<file path="src/rtl/unary_stream_decoder.sv">
// Serial thermometer-code decoder: counts ones over a sample window, flags overflow and bubbles,
// and hands the binary sum out over a valid/ready port. Define UNARY_DEC_EARLY_END_EN to end on the first zero.
module unary_stream_decoder #(
  parameter int MAX_LEN = 15,
  parameter int CW      = 4
) (
  input  logic          clk,
  input  logic          rst_n,
  input  logic          start,
  input  logic          din,
  input  logic          ovf_in,
  input  logic          out_ready,
  output logic          out_valid,
  output logic [CW-1:0] count,
  output logic          ovf,
  output logic          err,
  output logic          busy
);

  localparam logic [1:0] S_IDLE  = 2'd0;
  localparam logic [1:0] S_COUNT = 2'd1;
  localparam logic [1:0] S_DONE  = 2'd2;

  localparam logic [CW-1:0] MAX_CNT = CW'(MAX_LEN);

`ifdef UNARY_DEC_EARLY_END_EN
  localparam bit EARLY_END = 1'b1;
`else
  localparam bit EARLY_END = 1'b0;
`endif

  logic [1:0]    state_q,     state_d;
  logic [CW-1:0] count_q,     count_d;
  logic [CW-1:0] win_cnt_q,   win_cnt_d;
  logic          ovf_q,       ovf_d;
  logic          err_q,       err_d;
  logic          seen_zero_q, seen_zero_d;

  always_comb begin
    // NOTE: every target gets a hold default first, so no path through the case leaves a latch.
    state_d     = state_q;
    count_d     = count_q;
    win_cnt_d   = win_cnt_q;
    ovf_d       = ovf_q;
    err_d       = err_q;
    seen_zero_d = seen_zero_q;

    case (state_q)
      S_IDLE: begin
        if (start) begin
          count_d     = CW'(din);
          ovf_d       = ovf_in;
          err_d       = 1'b0;
          seen_zero_d = ~din;
          win_cnt_d   = CW'(1);
          if (MAX_LEN == 1 || (EARLY_END && !din)) begin
            state_d = S_DONE;
          end else begin
            state_d = S_COUNT;
          end
        end
      end

      S_COUNT: begin
        // Saturate rather than wrap so a malformed stream cannot alias to a small value.
        if (din && count_q != MAX_CNT) begin
          count_d = count_q + CW'(1);
        end
        ovf_d = ovf_q | ovf_in;
        if (!EARLY_END && din && seen_zero_q) begin
          err_d = 1'b1;
        end
        if (!din) begin
          seen_zero_d = 1'b1;
        end
        win_cnt_d = win_cnt_q + CW'(1);
        if (win_cnt_d == MAX_CNT || (EARLY_END && !din)) begin
          state_d = S_DONE;
        end
      end

      S_DONE: begin
        if (out_ready) begin
          state_d = S_IDLE;
        end
      end

      default: state_d = S_IDLE;
    endcase
  end

  always_ff @(posedge clk or negedge rst_n) begin
    if (!rst_n) begin
      state_q     <= S_IDLE;
      count_q     <= '0;
      win_cnt_q   <= '0;
      ovf_q       <= 1'b0;
      err_q       <= 1'b0;
      seen_zero_q <= 1'b0;
    end else begin
      // NOTE: non-blocking assignments keep every flop sampling pre-edge values.
      state_q     <= state_d;
      count_q     <= count_d;
      win_cnt_q   <= win_cnt_d;
      ovf_q       <= ovf_d;
      err_q       <= err_d;
      seen_zero_q <= seen_zero_d;
    end
  end

  assign out_valid = (state_q == S_DONE);
  assign busy      = (state_q != S_IDLE);
  assign count     = count_q;
  assign ovf       = ovf_q;
  assign err       = EARLY_END ? 1'b0 : err_q;

endmodule

</file>
<file path="config.mk">
export PLATFORM = sky130hd
export DESIGN_NAME = unary_stream_decoder
export DESIGN_NICKNAME = d
export VERILOG_FILES = /design/src/rtl/unary_stream_decoder.sv
export SDC_FILE = /design/constraint.sdc
export NUM_CORES = 1
export LEC_CHECK = 0
export ABC_AREA = 1
export BUFFER_PORTS_ARGS = -buffer_cell sky130_fd_sc_hd__buf_2
export CAP_MARGIN = 0
export CORE_AREA = 2 2 39 41
export CTS_BUF_LIST = sky130_fd_sc_hd__clkbuf_4
export CTS_CLUSTER_SIZE = 16
export DETAILED_ROUTE_END_ITERATION = 10
export DIE_AREA = 0 0 41 43
export GPL_TIMING_DRIVEN = 0
export PLACE_DENSITY = 0.77
export SYNTH_ARGS = -nofsm -noshare
export SYNTH_HDL_FRONTEND = slang
export SYNTH_SLANG_ARGS = --single-unit
</file>
<file path="constraint.sdc">
create_clock -name clk -period 3.1 [get_ports clk]
set_input_delay 0.155 -clock clk [delete_from_list [all_inputs] [get_ports clk]]
set_output_delay 0.155 -clock clk [all_outputs]
set_load 0.01 [all_outputs]
</file>
==> results_dict.tcl <==
set metrics [dict create \
    slowest_delay_ns 0.44 \
    p_leak_nw 0.447 \
    ir_drop_uv 409 \
    htree_levels 1 \
    initial_core_util_pct 51.3 \
    crit_type "flop to output port" \
    synth_area_um2 709 \
    path_max_fanout 3 \
    cts_tree "built" \
    crit_slowest_cell "dfrtp_1" \
    crit_arrival_ns 1.12 \
    clkTransAtPathRegs_ns 0.08 \
    overflow 0 \
    cts_buffers 3 \
    synth.avg_cell_area_um2 8.55 \
    p_clk_share_pct 14.5 \
    p_switching_mw 0.353 \
    syn_to_final_growth_pct 17.6 \
    drtIter0Drc 6 \
    clock.fmax_ghz 0.787 \
    maxSlewHeadroom_pct 80.5 \
    fin_crit_ns 1.27 \
    cap_viol_max_count 0 \
    viasPerCell 5.26 \
    drc_errors 0 \
    nets 111 \
    synth_top_area_cell "dfrtp_1" \
    rsz0062_at_grt "false" \
    place_ws_ns 1.90 \
    place_area_um2 795 \
    grt_usage_pct 20.2 \
    synth_area_leaders "dfrtp_1 46%, nand2_1 12%, nand3_1 7.8%, nand2_4 6.3%, inv_1 5.8%" \
    cts_num_sinks 13 \
    die_h_um 43 \
    synth_edf_count 0 \
    synth_common_cells "22 x nand2_1, 13 x dfrtp_1, 11 x inv_1, 11 x nand3_1, 6 x o21ai_0" \
    yosysMostFrequentCell "nand2_1" \
    clock-root-buffer "clkbuf_4" \
    grt_pass1_vias 579 \
    yosys.area.top_type_share_pct 45.9 \
    wl_um 1380 \
    final_hold_viol_count 0 \
    p_int_mw 0.442 \
    io_buffers 13 \
    path_buf_inv 2 \
    grt_max_degree 14 \
    layout-drive-gt1-share_pct 24.8 \
    ys_types 16 \
    min_path_type "primary input to flop" \
    start_kind "flop" \
    instances_no_fill 117 \
    drv_slew 0 \
    yosysWarningCount 0 \
    final_area_um2 835 \
    swShare_pct 44.4 \
    skew_ns 0.00710 \
    synth_cells 83 \
    antenna_found_initial 0 \
    design.portCount 14 \
    pwr-share-comb_pct 46.2 \
    crit_path_end_kind "output port" \
    row_count 14 \
    gp_congestion 0.790 \
    ys_seq_elements 13 \
    finalCritPeriodShare_pct 41.0 \
    grt_pass1_wl_um 2370 \
    filler_cell_count 141 \
    fp.dieArea_um2 1760 \
    yosys_most_used_dff "dfrtp_1" \
    outcome "finished clean" \
    hpwl_um 1030 \
    critPathTopFamily "flip-flops" \
    drt_pass1_iterations 4 \
    core_um2 1380 \
    cp.required_ns 2.94 \
    layout_setup_ws_ns 1.83 \
    synthArstFlopShare_pct 100 \
    die-width_um 41 \
    cts_buffer_depth 2 \
    post-cts-setup-buffers 0 \
    ant_nets 0 \
    diodes 0 \
    tightest_slew_ns 0.293 \
    syn-num-nets 92 \
    setup_viol 0 \
    vias 615 \
    tns_ns 0 \
    crit_chain "nor2_2 > inv_1 > buf_2" \
    wl_per_cell_um 11.8 \
    insertion_delay_ns 0.28 \
    seq_area_frac_synth_pct 45.9 \
    place_inst 112 \
    p_seq_share_pct 39.3 \
    power_density_nw_per_um2 953 \
]
## power by group through the flow
| stage | Sequential (mW) | Combinational (mW) | Clock, mW |
|---|---|---|---|
| finish | 0.313 | 0.368 | 0.115 |
| CTS | 0.313 | 0.373 | 0.117 |
| global placement | 0.312 | 0.353 | 0 |
| global route | 0.322 | 0.430 | 0.126 |
| detailed placement | 0.316 | 0.370 | 0 |
| floorplan | 0.318 | 0.257 | 0 |
## logic make-up (layout without fill, tap and decap cells)
group	count (synthesis)	in the layout	share of synthesized area, %
and+or+nand+nor	45	45	33.0
DFF	13	13	45.9
buffers and inverters	12	30	7.05
AOI/OAI and AO/OA	9	9	7.58
adders and majority gates	3	3	5.29
xor gates and xnor gates	1	1	1.23
## layer usage
metal | vias to the layer above | part of all wire, % | GRT usage (%)
li1 | 308 | - | -
met1 | 288 | 44 | 26.1
met2 | 14 | 50 | 31.3
met3 | 5 | 4.6 | 6.28
met4 | 0 | 1.1 | 6.00
met5 | - | 0 | 0
## layout make-up
cell class / instances / area (µm²) / area share (%)
Tap cell: 16 / 20.0 / 2.40
Multi-Input combinational cell: 58 / 334 / 40.0
Timing Repair Buffer: 14 / 75.1 / 9.00
Inverter: 12 / 50.0 / 6.00
Clock buffer: 4 / 30.0 / 3.60
Sequential cell: 13 / 325 / 39.0
## placed cells by master, fill, tap and decap left out
cell type	instances
o21ai_2	1
nor2_2	1
xnor2_1	1
o21ai_0	6
nand2_1	22
a22o_1	1
ha_1	3
o22ai_1	1
nand3_4	1
buf_2	13
nand2_4	4
clkbuf_4	4
nor2_1	4
dfrtp_1	13
nand3_1	11
inv_1	11
nand4_1	2
inv_6	1
dlygate4sd3_1	1
## registers in the layout, indices dropped and copies added (netlist names)
name         flops
seen_zero_q      1
win_cnt_q        4
ovf              1
state_q          2
count            4
err              1
## path summary, 6_finish.rpt
check                                        from                  endpoint  slack, ns  depth (start not counted)
max                        state_q[0]$_DFFE_PN0P_                      busy       1.83                          3
min                                        ovf_in           ovf$_DFFE_PN0P_        0.1                          2
max reg2reg                  count[0]$_DFFE_PN0P_      count[3]$_DFFE_PN0P_       1.88                          6
min reg2reg                       err$_DFFE_PN0P_           err$_DFFE_PN0P_       0.49                          2
max in group asynchronous                   rst_n  win_cnt_q[1]$_DFFE_PN0P_       2.57                          2
min in group asynchronous                   rst_n      count[1]$_DFFE_PN0P_       0.30                          2
## what timing repair did
item | in CTS | in global routing
endpoints found under the hold margin | 13 | 0
hold buffers | 1 | 0
gates resized for setup | 0 | 0
endpoints found under the setup margin | 0 | 0
## through the flow
step	power [mW]	utilization, %	hold slack [ns]
after global placement	0.665	57.4	0.0566
final	0.795	60.3	0.0952
after CTS	0.803	60.3	0.0934
after global routing	0.879	60.3	0.102
after detailed placement	0.686	57.4	0.0603
after floorplan	0.575	-	-0.141
(Power assumes the default switching activity.)
